$ cat src/rtl/router_out_port_allocator.sv
// Output-port scheduler for one router output direction: owns the two output VCs
// packet-by-packet, grants one flit per cycle round-robin and tracks downstream credits.
module router_out_port_allocator #(
    parameter int NUM_IN  = 5,
    parameter int CREDITS = 4,
    parameter int CW      = 3
) (
    input  logic              clk,
    input  logic              rst,
    input  logic [NUM_IN-1:0] req,
    input  logic [NUM_IN-1:0] req_vc,
    input  logic [NUM_IN-1:0] req_head,
    input  logic [NUM_IN-1:0] req_tail,
    input  logic [1:0]        credit_in,
    output logic [NUM_IN-1:0] gnt,
    output logic [2:0]        osel,
    output logic              ovalid,
    output logic              ovch,
    output logic [1:0]        vc_busy,
    output logic [2*CW-1:0]   credit_cnt,
    output logic              err
);

    logic [1:0]         vc_owned_reg;
    logic [1:0][2:0]    owner_reg;
    logic [2:0]         rr_reg;
    logic [1:0][CW-1:0] cnt_reg;
    logic [1:0][CW-1:0] cnt_next;
    logic [2:0]         osel_reg;
    logic               ovalid_reg;
    logic               ovch_reg;
    logic               err_reg;

    logic [NUM_IN-1:0]  elig;
    logic [NUM_IN-1:0]  proto_err;
    logic [1:0]         send;
    logic [1:0]         cred_ovf;
    logic               win_valid;
    logic [2:0]         win_idx;
    logic               win_vc;
    logic               err_next;

    // Per-input eligibility and protocol checks against the VC each flit targets.
    genvar gi;
    generate
        for (gi = 0; gi < NUM_IN; gi++) begin : g_in
            logic v;
            logic own_hit;
            assign v         = req_vc[gi];
            assign own_hit   = vc_owned_reg[v] && (owner_reg[v] == 3'(gi));
            assign elig[gi]  = req[gi] && (cnt_reg[v] != '0) &&
                               (req_head[gi] ? !vc_owned_reg[v] : own_hit);
            assign proto_err[gi] = req[gi] && (req_head[gi] ? own_hit : !vc_owned_reg[v]);
        end
    endgenerate

    // Round-robin scan starting at the pointer; reset forces no grant.
    always_comb begin
        int idx;
        win_valid = 1'b0;
        win_idx   = '0;
        idx       = 0;
        for (int k = 0; k < NUM_IN; k++) begin
            idx = int'(rr_reg) + k;
            if (idx >= NUM_IN) idx = idx - NUM_IN;
            if (!win_valid && elig[idx]) begin
                win_valid = 1'b1;
                win_idx   = 3'(idx);
            end
        end
        if (rst) win_valid = 1'b0;
        gnt = '0;
        if (win_valid) gnt[win_idx] = 1'b1;
    end

    assign win_vc = req_vc[win_idx];

    // A return that would overflow a full counter is dropped and flagged.
    generate
        for (gi = 0; gi < 2; gi++) begin : g_vc
            assign send[gi]     = win_valid && (win_vc == 1'(gi));
            assign cred_ovf[gi] = credit_in[gi] && !send[gi] && (cnt_reg[gi] == CW'(CREDITS));
            assign cnt_next[gi] = cred_ovf[gi] ? cnt_reg[gi]
                                : cnt_reg[gi] - CW'(send[gi]) + CW'(credit_in[gi]);
        end
    endgenerate

    assign err_next = err_reg | (|proto_err) | (|cred_ovf);

    always_ff @(posedge clk or posedge rst) begin
        if (rst) begin
            vc_owned_reg <= '0;
            owner_reg    <= '0;
            rr_reg       <= '0;
            cnt_reg      <= {2{CW'(CREDITS)}};
            osel_reg     <= '0;
            ovalid_reg   <= 1'b0;
            ovch_reg     <= 1'b0;
            err_reg      <= 1'b0;
        end else begin
            if (win_valid) begin
                if (req_tail[win_idx]) begin
                    vc_owned_reg[win_vc] <= 1'b0;
                end else if (req_head[win_idx]) begin
                    vc_owned_reg[win_vc] <= 1'b1;
                    owner_reg[win_vc]    <= win_idx;
                end
                rr_reg   <= (win_idx == 3'(NUM_IN - 1)) ? 3'd0 : win_idx + 3'd1;
                osel_reg <= win_idx;
                ovch_reg <= win_vc;
            end
            ovalid_reg <= win_valid;
            cnt_reg    <= cnt_next;
            err_reg    <= err_next;
        end
    end

    assign osel       = osel_reg;
    assign ovalid     = ovalid_reg;
    assign ovch       = ovch_reg;
    assign vc_busy    = vc_owned_reg;
    assign credit_cnt = cnt_reg;
    assign err        = err_reg;

endmodule

$ cat config.mk
export PLATFORM = sky130hd
export DESIGN_NAME = router_out_port_allocator
export DESIGN_NICKNAME = d
export VERILOG_FILES = /design/src/rtl/router_out_port_allocator.sv
export SDC_FILE = /design/constraint.sdc
export NUM_CORES = 1
export LEC_CHECK = 0
export ABC_CLOCK_PERIOD_IN_PS = 6200
export CELL_PAD_IN_SITES_DETAIL_PLACEMENT = 0
export CELL_PAD_IN_SITES_GLOBAL_PLACEMENT = 2
export CORE_MARGIN = 5
export CORE_UTILIZATION = 34
export CTS_CLUSTER_DIAMETER = 30
export DETAILED_ROUTE_END_ITERATION = 6
export PLACE_DENSITY_LB_ADDON = 0.2
export SLEW_MARGIN = 20
export SYNTH_ARGS = -nofsm -noshare
export SYNTH_HDL_FRONTEND = slang
export SYNTH_SLANG_ARGS = --single-unit
$ cat constraint.sdc
create_clock -name clk -period 6.2 [get_ports clk]
set_input_delay 1.24 -clock clk [delete_from_list [all_inputs] [get_ports clk]]
set_output_delay 1.24 -clock clk [all_outputs]
set_load 0.01 [all_outputs]
==> flow_metrics.py, run 1 <==
metrics = {
    "status": {
        "status": "finished, final reports clean",
    },
    "drt": {
        "drt_iter0_markers": 116,
        "via_count": 3222,
        "ant_nets": 0,
        "vias_per_cell": 5.77,
        "routed_wl_um": 10300,
        "drcViolationCount": 0,
        "wl_per_cell_um": 18.4,
        "firstDrtPassIters": 4,
    },
    "timing": {
        "finalSetupViolations": 0,
        "min_period_ns": 6.05,
        "setup_tns_ns": 0,
        "fmax_ghz": 0.165,
        "skew_ns": 0.0100,
        "fin_crit_sh": 0.976,
        "slew_violations": 0,
        "finalHoldViolCount": 0,
        "max-slew-margin-rel": 0.574,
        "worstMarginPinSlew_ns": 0.634,
        "rsz0062_at_grt": "false",
    },
    "finish": {
        "drive_above_1_share": 0.172,
        "nNetsFinal": 493,
        "fin_util": 0.435,
        "synthToLayoutAreaGrowth_pct": 26.4,
        "diodes": 0,
    },
    "global_route": {
        "grt_antenna_before_repair": 0,
        "grt_usage": 0.181,
        "overflow": 0,
        "grt_pass1_vias": 3056,
        "grt_max_degree": 26,
        "grt_pass1_wl_um": 16400,
    },
    "floorplan": {
        "core-area_um2": 9110,
        "dieHeight_um": 106,
        "die_x_um": 106,
        "dieArea_um2": 11200,
        "initial_core_util": 0.344,
        "boundaryPins": 43,
        "num_rows": 35,
    },
    "cts": {
        "cts_buffer_depth": 2,
        "clk_latency_ns": 0.27,
        "cts_tree": "done",
        "cts_hold_buf": 0,
        "clockRootBuffer": "clkbuf_8",
        "ctsHtreeMaxLevel": 1,
        "path_clk_slew_ns": 0.08,
        "clkSinkCount": 23,
        "cts-buffers-inserted": 3,
    },
    "synth": {
        "synth-edff-count": 0,
        "syn_nets": 425,
        "seq_area_frac_synth": 0.184,
        "async_flop_share": 1.00,
        "ys.warnings.count": 0,
        "ys_types": 84,
        "syn_area_um2": 3140,
        "syn_area_per_cell_um2": 8.25,
        "synth_cells": 380,
        "ys_ff_latch": 23,
        "synth_ff_type": "dfrtp_1",
    },
    "worst_setup_path": {
        "worstPathRequired_ns": 4.96,
        "criticalPathCategory": "in -> out",
        "reg2reg_slack_ns": 0.70,
        "end_kind": "output port",
        "crit_fanout": 6,
        "cp-start-kind": "input pin",
        "worstPathArrival_ns": 4.81,
    },
    "placement": {
        "gp_congestion": 0.886,
        "io_buffers": 42,
        "hpwlAfterDp_um": 8390,
    },
    "min_path": {
        "hold_path_class": "reg -> reg",
    },
    "job": {
        "cap_violations": 0,
    },
}
-- synth_stat cells, drive strengths merged (6+ instances only) --
| library cell | n | area (um^2) |
|---|---|---|
| nand2 | 31 | 116 |
| a21oi | 26 | 138 |
| o21ai | 24 | 124 |
| nor2 | 22 | 90.1 |
| dfrtp | 21 | 526 |
| inv | 21 | 78.8 |
| nor3 | 21 | 110 |
| ha | 19 | 238 |
| a211oi | 12 | 110 |
| mux2i | 11 | 110 |
| o211ai | 11 | 115 |
| xnor2 | 10 | 87.6 |
| mux2 | 9 | 113 |
| nand3 | 9 | 45.0 |
| and2 | 8 | 50.1 |
| buf | 8 | 56.3 |
| clkbuf | 8 | 31.3 |
| nand2b | 7 | 51.3 |
| a21o | 6 | 45.0 |
-- kinds of logic (layout without fill, tap and decap cells) --
family | Yosys count | in the layout | synth area share
buffers and inverters | 38 | 105 | 0.0542
XOR/XNOR | 13 | 13 | 0.0363
AO/OA/AOI/OAI | 131 | 131 | 0.324
adder cells (fa/ha/maj) | 21 | 21 | 0.0886
multiplexers | 20 | 20 | 0.0710
flip-flops | 23 | 23 | 0.184
AND/OR/NAND/NOR | 134 | 134 | 0.241
-- layout by cell type (no fill, tap or decap), drive strengths merged, types with 5 or more instances in the layout --
cell type	instances
nor2	22
xnor2	10
and2	8
o21ai	24
mux2i	11
a211oi	12
a21oi	26
o211ai	11
nor3	21
nand3	9
mux2	9
inv	21
nand2	31
buf	37
nand2b	7
dfrtp	21
a21o	6
o22a	5
ha	19
clkdlybuf4s50	40
-- final cells by class --
cell class,instances,area [um^2]
flip-flops and latches,23,578
clock inverters,1,7.51
well taps,111,139
inverters,22,82.6
repair buffers,79,703
multi-input cells,319,2410
clock buffers,3,41.3
fillers,941,5140
-- through the flow --
stage / cells / hold WS (ns) / cell area, um^2 / setup WS (ns)
final: 558 / 0.487 / 3960 / 0.150
after floorplan: 380 / 0.515 / 3140 / 0.809
after detailed placement: 551 / 0.469 / 3860 / 0.00952
after global routing: 558 / 0.518 / 3960 / 0.00447
after global placement: 551 / 0.465 / 3860 / 0.00483
after CTS: 555 / 0.493 / 3910 / 0.0274
-- critical path, stage by stage --
cell and delay [ns]:
clkdlybuf4s50_1 0.57, mux2_2 0.39, o211ai_1 0.20, a211oi_1 0.13, o32a_1 0.35, a21o_1 0.21
buf_4 0.14, nor3_1 0.19, o21ai_0 0.15, a221o_2 0.46, nor3_1 0.20, clkdlybuf4s50_1 0.56
-- metal layers --
layer  vias to the layer above  wire length [um]  global-route usage
met1                      1543              4940               0.255
met4                         0                99              0.0324
li1                       1581                 -                   -
met3                         7               434              0.0182
met2                        91              4820               0.303
met5                         -                 0                   0
-- path summary, 6_finish.rpt --
| kind | depth (start not counted) | endpoint | startpoint |
|---|---|---|---|
| setup / recovery | 12 | gnt[2] | req_vc[2] |
| hold / removal | 1 | osel[2] | osel[2] |
| setup reg to reg | 25 | credit_cnt[2] | rr_reg[0] |
| hold reg to reg | 1 | osel[2] | osel[2] |
| max in group asynchronous | 3 | credit_cnt[2] | rst |
| min in group asynchronous | 3 | osel[0] | rst |
-- timing repair --
item,CTS,global route
endpoints found under the setup margin,0,5
resized for setup,0,6
buffers inserted,0,3
Power of run 1 is not shown: default switching activity piles up to over one toggle a cycle in this logic, so the estimate is an artifact.
==> run 2: changes to the inputs <==
--- a/config.mk
+++ b/config.mk
@@ -11,6 +11,7 @@
 export CORE_MARGIN = 5
 export CORE_UTILIZATION = 34
 export CTS_CLUSTER_DIAMETER = 30
+export CTS_CLUSTER_SIZE = 12
 export DETAILED_ROUTE_END_ITERATION = 6
 export PLACE_DENSITY_LB_ADDON = 0.2
 export SLEW_MARGIN = 20
==> results of run 2 <==
Final layout, timing and power as in run 1 (identical DEF).
Power of run 2 is left out for the same reason.
==> run 3: changes to the inputs <==
--- a/config.mk
+++ b/config.mk
@@ -11,10 +11,10 @@
 export CORE_MARGIN = 5
 export CORE_UTILIZATION = 34
 export CTS_CLUSTER_DIAMETER = 30
-export CTS_CLUSTER_SIZE = 12
+export CTS_CLUSTER_SIZE = 30
 export DETAILED_ROUTE_END_ITERATION = 6
 export PLACE_DENSITY_LB_ADDON = 0.2
-export SLEW_MARGIN = 20
+export SLEW_MARGIN = 25
 export SYNTH_ARGS = -nofsm -noshare
 export SYNTH_HDL_FRONTEND = slang
 export SYNTH_SLANG_ARGS = --single-unit
==> results of run 3 <==
Final layout, timing and power as in run 1 (identical DEF).
Power of run 3 is left out for the same reason.
